===== src/rtl/subcore_dispatcher.sv =====
// Fork/join controller: launches selected sub cores with shared PC and per-core args, reports join.
// Latency: accept -> exec_requested 1 cycle; last ended rise -> join_valid 2 cycles; mask=0 -> join 1 cycle.
// Backpressure: fork_ready low while busy; requester holds fork_valid until accepted. Option macro: SUBCORE_TIMEOUT_EN.
module subcore_dispatcher #(
  parameter int NUM_SUB     = 4,
  parameter int PC_W        = 32,
  parameter int ARG_W       = 32,
  parameter int ARM_CYC     = 2,
  parameter int CNT_W       = 16,
  parameter int TIMEOUT_CYC = 4096
) (
  input  logic                     clk,
  input  logic                     rst,
  input  logic                     fork_valid,
  output logic                     fork_ready,
  input  logic [PC_W-1:0]          fork_pc,
  input  logic [ARG_W-1:0]         fork_arg,
  input  logic [NUM_SUB-1:0]       fork_mask,
  output logic [NUM_SUB-1:0]       exec_requested,
  output logic [PC_W-1:0]          requested_pc,
  output logic [NUM_SUB*ARG_W-1:0] n_in,
  input  logic [NUM_SUB-1:0]       ended,
  output logic                     busy,
  output logic                     join_valid,
  output logic [CNT_W-1:0]         join_cycles,
  output logic                     join_timeout,
  output logic [NUM_SUB-1:0]       timeout_mask
);

  localparam int AW = (ARM_CYC < 1) ? 1 : $clog2(ARM_CYC + 1);

  typedef enum logic [2:0] {
    S_IDLE,
    S_LAUNCH,
    S_ARM,
    S_WAIT,
    S_DONE
  } state_t;

  state_t             state;
  logic [NUM_SUB-1:0] mask_q;
  logic [NUM_SUB-1:0] pending;
  logic [NUM_SUB-1:0] pending_nxt;
  logic [NUM_SUB-1:0] ended_q;
  logic [CNT_W-1:0]   cnt;
  logic [CNT_W-1:0]   cnt_inc;
  logic [AW-1:0]      arm_cnt;
  logic               fork_acc;

  assign fork_acc    = fork_valid & fork_ready;
  // A core only ever leaves pending; a later drop/rise of its ended level is harmless.
  assign pending_nxt = pending & ~ended_q;
  // Join counter saturates instead of wrapping so very long joins still read as "long".
  assign cnt_inc     = (cnt == {CNT_W{1'b1}}) ? cnt : cnt + CNT_W'(1);

`ifdef SUBCORE_TIMEOUT_EN
  localparam int WD_W = $clog2(TIMEOUT_CYC + 1);

  logic [WD_W-1:0]    wd;
  logic               join_timeout_q;
  logic [NUM_SUB-1:0] timeout_mask_q;

  assign join_timeout = join_timeout_q;
  assign timeout_mask = timeout_mask_q;
`else
  assign join_timeout = 1'b0;
  assign timeout_mask = '0;
`endif

  // Register ended only while waiting: levels left high by the previous run during
  // LAUNCH/ARM never reach the join logic, and the flop cleanly retimes the input.
  always_ff @(posedge clk or posedge rst) begin
    if (rst) begin
      ended_q <= '0;
    end else if (state == S_WAIT) begin
      ended_q <= ended;
    end else begin
      ended_q <= '0;
    end
  end

  // Fork/join FSM with all outputs registered alongside the state.
  always_ff @(posedge clk or posedge rst) begin
    if (rst) begin
      state          <= S_IDLE;
      fork_ready     <= 1'b1;
      busy           <= 1'b0;
      exec_requested <= '0;
      join_valid     <= 1'b0;
      requested_pc   <= '0;
      n_in           <= '0;
      join_cycles    <= '0;
      mask_q         <= '0;
      pending        <= '0;
      cnt            <= '0;
      arm_cnt        <= '0;
`ifdef SUBCORE_TIMEOUT_EN
      wd             <= '0;
      join_timeout_q <= 1'b0;
      timeout_mask_q <= '0;
`endif
    end else begin
      // Pulses default low; each state raises them for exactly one cycle.
      exec_requested <= '0;
      join_valid     <= 1'b0;

      case (state)
        S_IDLE: begin
          if (fork_acc) begin
            requested_pc <= fork_pc;
            mask_q       <= fork_mask;
            for (int i = 0; i < NUM_SUB; i++) begin
              n_in[i*ARG_W +: ARG_W] <= fork_arg + ARG_W'(i);
            end
            join_cycles <= '0;
`ifdef SUBCORE_TIMEOUT_EN
            join_timeout_q <= 1'b0;
            timeout_mask_q <= '0;
`endif
            fork_ready <= 1'b0;
            busy       <= 1'b1;
            if (|fork_mask) begin
              // exec_requested is visible during the LAUNCH cycle.
              exec_requested <= fork_mask;
              state          <= S_LAUNCH;
            end else begin
              // Nothing to launch: complete the join immediately with zero cycles.
              join_valid <= 1'b1;
              state      <= S_DONE;
            end
          end
        end

        S_LAUNCH: begin
          pending <= mask_q;
          cnt     <= CNT_W'(1);
          arm_cnt <= AW'(1);
`ifdef SUBCORE_TIMEOUT_EN
          wd      <= WD_W'(1);
`endif
          state   <= S_ARM;
        end

        S_ARM: begin
          cnt <= cnt_inc;
`ifdef SUBCORE_TIMEOUT_EN
          wd  <= wd + WD_W'(1);
`endif
          if (arm_cnt >= AW'(ARM_CYC)) begin
            state <= S_WAIT;
          end else begin
            arm_cnt <= arm_cnt + AW'(1);
          end
        end

        S_WAIT: begin
          pending <= pending_nxt;
          if (pending_nxt == '0) begin
            // A core ending on the watchdog expiry cycle still counts as a normal join.
            join_valid  <= 1'b1;
            join_cycles <= cnt;
            state       <= S_DONE;
          end
`ifdef SUBCORE_TIMEOUT_EN
          else if (wd >= WD_W'(TIMEOUT_CYC)) begin
            join_valid     <= 1'b1;
            join_cycles    <= cnt;
            join_timeout_q <= 1'b1;
            timeout_mask_q <= pending_nxt;
            state          <= S_DONE;
          end
`endif
          else begin
            cnt <= cnt_inc;
`ifdef SUBCORE_TIMEOUT_EN
            wd  <= wd + WD_W'(1);
`endif
          end
        end

        S_DONE: begin
          fork_ready <= 1'b1;
          busy       <= 1'b0;
          state      <= S_IDLE;
        end

        default: begin
          fork_ready <= 1'b1;
          busy       <= 1'b0;
          state      <= S_IDLE;
        end
      endcase
    end
  end

endmodule


===== config.mk =====
export PLATFORM = sky130hd
export DESIGN_NAME = subcore_dispatcher
export DESIGN_NICKNAME = d
export VERILOG_FILES = /design/src/rtl/subcore_dispatcher.sv
export SDC_FILE = /design/constraint.sdc
export NUM_CORES = 1
export LEC_CHECK = 0
export BUFFER_PORTS_ARGS = -buffer_cell sky130_fd_sc_hd__buf_2
export CAP_MARGIN = 40
export CORE_MARGIN = 2
export CORE_UTILIZATION = 53
export CTS_BUF_LIST = sky130_fd_sc_hd__clkbuf_4 sky130_fd_sc_hd__clkbuf_8 sky130_fd_sc_hd__clkbuf_16
export DETAILED_ROUTE_END_ITERATION = 10
export PLACE_DENSITY = 0.9
export SYNTH_ARGS = -nofsm -noshare
export SYNTH_HDL_FRONTEND = slang
export SYNTH_SLANG_ARGS = --single-unit

===== constraint.sdc =====
create_clock -name clk -period 8.4 [get_ports clk]
set_input_delay 0.84 -clock clk [delete_from_list [all_inputs] [get_ports clk]]
set_output_delay 0.84 -clock clk [all_outputs]
set_load 0.005 [all_outputs]

* Word level (Yosys, flattened, before mapping)
Index checks and enable logic that the tools add are counted.
Storage, ports and cells: register bits after elaboration 216, bits in latches 0, RAM bits 0, ROM bits 0, bits of input ports 75, output and inout port bits 188, logic and storage cells 72, memories kept 0
Operators by class: add/subtract/negate cells 5, multiply operators 0, div/mod/pow operators 0, magnitude comparators 1, equal/unequal tests 9, shift operators 0, mux-type cells 26, bitwise logic cells 4, reduce and logical (&&, ||, !) cells 14
Operators with widths (count):
- 32-bit by 2-bit adder with 32-bit output, second input constant | 2
- 16-bit two-way mux | 4
- 16-bit one-hot mux with 3 select lines | 1
- 32-bit by 1-bit adder with 32-bit output, second input constant | 1
- 16-bit one-hot mux with 2 select lines | 1
- 16-bit by 1-bit adder with 16-bit output, second input constant | 1
- 16-bit equality test, second input constant | 1
- 4-bit two-way mux | 4
- 3-bit two-way mux | 4
- 3-bit one-hot mux with 4 select lines | 1
- 2-bit inequality test, second input constant | 4
- 4-bit one-hot mux with 2 select lines | 1
- 2-bit AND reduction | 4
- 3-bit by 2-bit equality test with 1-bit output, second input constant | 2
- 1-bit one-hot mux with 2 select lines | 3
- 3-bit AND reduction | 2
- 2-bit nonzero test | 3
- 1-bit two-way mux | 5
- 4-bit AND | 1
- 4-bit logical NOT | 1
- 4-bit NOT | 1
- 2-bit one-hot mux with 2 select lines | 1
- 4-bit OR reduction | 1
- 3-bit by 1-bit equality test with 1-bit output, second input constant | 1
- 9 further kinds | 9

* Longest topological paths before layout
depth after elaboration 5, mapped depth 8, gate-level depth less buffers 7

* Least setup slack after synthesis
No wires, ideal clock.
path kind input port to flip-flop, start in fork_arg[8], end reg n_in[115], setup time 127 ps, data arrival time 2082 ps, required time 8273 ps, path slack 6191 ps, cell stages on the path 6, path buffers 1, cells stage by stage buf_4 > nand4_4 > or4_4 > nor3_2 > xnor2_1 > o21ai_2
Between the ends: longest elaborated chain between the ends 1
Ends and longest elaborated chain:
- from (decl) | line 17 | input logic [ARG_W-1:0] fork_arg,
- 32-bit by 2-bit adder with 32-bit output | line 113 | n_in[i*ARG_W +: ARG_W] <= fork_arg + ARG_W'(i);
- to (signal, indexed assignment) | line 113
- to (decl) | line 21 | output logic [NUM_SUB*ARG_W-1:0] n_in,
Every way passes these cells. A chain may end at the register's enable or synchronous reset.

* Worst setup path in the final report
start reg state[2], end reg n_in[104]
Between the ends: longest elaborated chain between the ends 2
Ends and longest elaborated chain:
- from (decl) | line 40 | state_t state;
- from (signal assigned) | line 85 | state <= S_IDLE;
- from (signal assigned) | line 125 | state <= S_LAUNCH;
- from (signal assigned) | line 129 | state <= S_DONE;
- 3-bit logical NOT | line 107 | case (state)
- 2-bit AND reduction (no line)
Every way passes these cells.

==> out/qor.yml <==
run_status:
  outcome: "completed"
detailed_routing:
  drt-vias-per-instance: 5.40
  drtPass1Iterations: 5
  drt-initial-drc-count: 445
  routedWlPerCell_um: 16.7
  drc: 0
  ant_nets: 0
  vias: 8420
  drt_wl_total_um: 26000
synth:
  yosysSeqAreaShare_pct: 52.6
  synth_ff_type: "dfrtp_1"
  yosysUniqueCellTypes: 52
  netlist_instances: 1095
  syn_area_per_cell_um2: 9.30
  synth-seq-cells: 214
  netlist_area_mm2: 0.0102
  synth-async-reset-ratio_pct: 100
  synth-edff-count: 0
  ys_warn_count: 0
grt:
  grt_pass1_vias: 8146
  grt_pass1_wl_um: 41300
  grt_usage_pct: 25.2
  overflow: 0
  grt_max_degree: 106
  antenna_found_initial: 0
floorplan:
  die_height_um: 143
  die_area_mm2: 0.0203
  core_area_mm2: 0.0188
  die_width_um: 143
  placementRows: 50
  boundaryPins: 263
  initial_core_util_pct: 54.3
power:
  netSwitchingPower_mw: 0.491
  combPwrFrac_pct: 4.7
  irDropWorstVdd_uv: 135
  p_sw_share_pct: 22.5
  clkPwrFrac_pct: 48.0
  total_power_mw: 2.18
  power.leakage_nw: 6.32
  powerDensity_mw_per_mm2: 179
  intPower_mw: 1.69
  p_seq_share_pct: 47.3
clocking:
  cts_tree: "yes"
  postCtsSetupBuffers: 0
  cts_buffers: 23
  cts.sink_count: 214
  cts-hold-fix-buffers: 0
  clock_path_buffers: 3
  clk_latency_ns: 0.51
  cts_resized: 0
  cts.clk_slew.worst_paths_ns: 0.07
  cts_root_buf: "clkbuf_16"
  cts_htree_levels: 1
layout:
  seq_area_mm2: 0.00536
  drive_gt1_share_pct: 25.2
  multi_input_area_mm2: 0.00427
  syn_to_final_growth_pct: 19.7
  diodes: 0
  nFillCells: 1481
  nets: 1389
setup_path:
  rr_worst_depth: 3
  setup.worst_path.start: "state[2]$_DFFE_PP0P_"
  start_kind: "register"
  crit_type: "reg -> reg"
  crit_arrival_ns: 2.93
  reg2reg_slack_ns: 5.79
  cp_max_fo: 104
  end_kind: "register"
  cp-endpoint: "n_in[104]$_DFFE_PP0P_"
  required_ns: 8.72
  r2r_end: "n_in[104]$_DFFE_PP0P_"
  reg2reg_from: "state[2]$_DFFE_PP0P_"
sta:
  relSlewSlack_pct: 36.3
  hold_viol: 0
  finalSetupViolCount: 0
  post-route-period-util_pct: 31.1
  fin_tns_setup_ns: 0
  fmax_ghz: 0.383
  min_period_ns: 2.61
  worst_pin_slew_ns: 0.956
  rsz0062_at_grt: "false"
  final-max-slew-violation-count: 0
  fin_skew_ns: 0.0162
placement:
  portBuffers: 257
  dp_hpwl_um: 18200
  gp_congestion: 0.876
worst_hold_path:
  min_path_type: "in -> async"
job:
  maxCapViolations: 0
## cells in the final DEF, fill, tap and decap left out, types with 3 or more instances in the layout
master and n:
a21o_1 7, a21oi_1 11, a22o_1 7, a31oi_1 6
a41oi_1 4, and2_1 6, and3_1 9, and4_1 4
buf_16 3, buf_2 257, buf_4 5, clkbuf_16 23
clkbuf_8 6, conb_1 5, dfrtp_1 213, ha_1 6
inv_1 10, nand2_1 349, nand2b_1 3, nand3_1 31
nand4_1 19, nand4_4 3, nor2_1 37, nor2b_1 6
nor3_1 19, nor4_1 3, nor4_2 3, nor4_4 7
o21ai_0 74, o21ai_1 59, or2_2 3, xnor2_1 42
xor2_1 47
## cells by family (layout without fill, tap and decap cells)
family | after synthesis | after routing | share of synthesized area, %
buf+inv | 94 | 319 | 5.71
compound gates | 176 | 176 | 9.71
fa+ha+maj | 6 | 6 | 0.737
flops | 214 | 214 | 52.6
other cells | 1 | 5 | 0.0368
xor+xnor | 89 | 89 | 7.66
simple gates | 515 | 515 | 23.5
## registers in the layout (all words and copies together), names as in the netlist, 2 cells and up
signal / flops
exec_requested: 4
mask_q: 4
cnt: 16
arm_cnt: 2
n_in: 126
pending: 4
state: 3
join_cycles: 16
ended_q: 4
requested_pc: 32
## cells in the mapped netlist (all sizes together), types with 7 or more instances
cell type    n  area share [%]
nand2      349              13
dfrtp      213              52
o21ai      134             6.6
buf         60             4.4
xor2        47             4.0
xnor2       42             3.6
nor2        38             1.4
nand3       33             1.7
nand4       23             1.9
clkbuf      22            0.84
nor3        20             1.0
nor4        13             2.0
a21oi       11            0.54
inv         11            0.41
and3         9            0.55
a21o         7            0.52
a22o         7            0.60
## worst max-delay path, cell delays in order, from the launching register on
cell and delay (ns):
dfrtp_1 0.59, or4_4 0.65, buf_4 0.83, o21ai_0 0.27
## cell type report
cell class,instances,share of cell area (%)
Sequential cell,214,44.0
Multi-Input combinational cell,791,35.0
Timing Repair Buffer,266,11.7
Clock buffer,31,5.52
Tap cell,234,2.40
Clock inverter,10,0.986
Inverter,12,0.431
## how the worst min path moves through the flow
stage / from / endpoint / slack [ns] / cells past startpoint
3_3_place_gp: n_in[13]$_DFFE_PP0P_ / n_in[13]$_DFFE_PP0P_ / 0.45 / 2
4_1_cts: rst / n_in[28]$_DFFE_PP0P_ / 0.36 / 2
6_report: rst / n_in[28]$_DFFE_PP0P_ / 0.35 / 2
5_1_grt: rst / n_in[28]$_DFFE_PP0P_ / 0.38 / 2
3_5_place_dp: n_in[10]$_DFFE_PP0P_ / n_in[10]$_DFFE_PP0P_ / 0.46 / 2
2_1_floorplan: mask_q[0]$_DFFE_PP0P_ / mask_q[0]$_DFFE_PP0P_ / 0.45 / 1
## power groups by stage
stage	combinational (mW)	clock, mW	sequential [mW]
6_report	0.103	1.05	1.03
3_3_place_gp	0.0979	0	1.05
4_1_cts	0.104	1.07	1.03
5_1_grt	0.114	1.10	1.03
2_1_floorplan	0.0700	0	1.05
3_5_place_dp	0.103	0	1.05
## metrics by stage
step	setup WS [ns]	area [um2]	util, %	hold slack, ns	std cells
2_1_floorplan	1.71	10200	-	0.450	1099
3_3_place_gp	5.44	11300	60.2	0.453	1513
3_5_place_dp	5.44	11400	60.7	0.457	1517
4_1_cts	5.81	12200	64.9	0.362	1558
5_1_grt	5.59	12200	64.9	0.380	1558
6_report	5.79	12200	64.9	0.352	1558
## routing by layer
| metal | global-route usage (%) | vias to the layer above | wire length, um | part of all wire [%] |
|---|---|---|---|---|
| met5 | 0 | - | 0 | 0 |
| met4 | 7.61 | 0 | 649 | 2.5 |
| met3 | 4.14 | 56 | 1750 | 6.7 |
| met2 | 44.6 | 324 | 13300 | 51 |
| met1 | 31.7 | 4011 | 10300 | 40 |
| li1 | - | 4029 | - | - |
(Power assumes the default switching activity.)
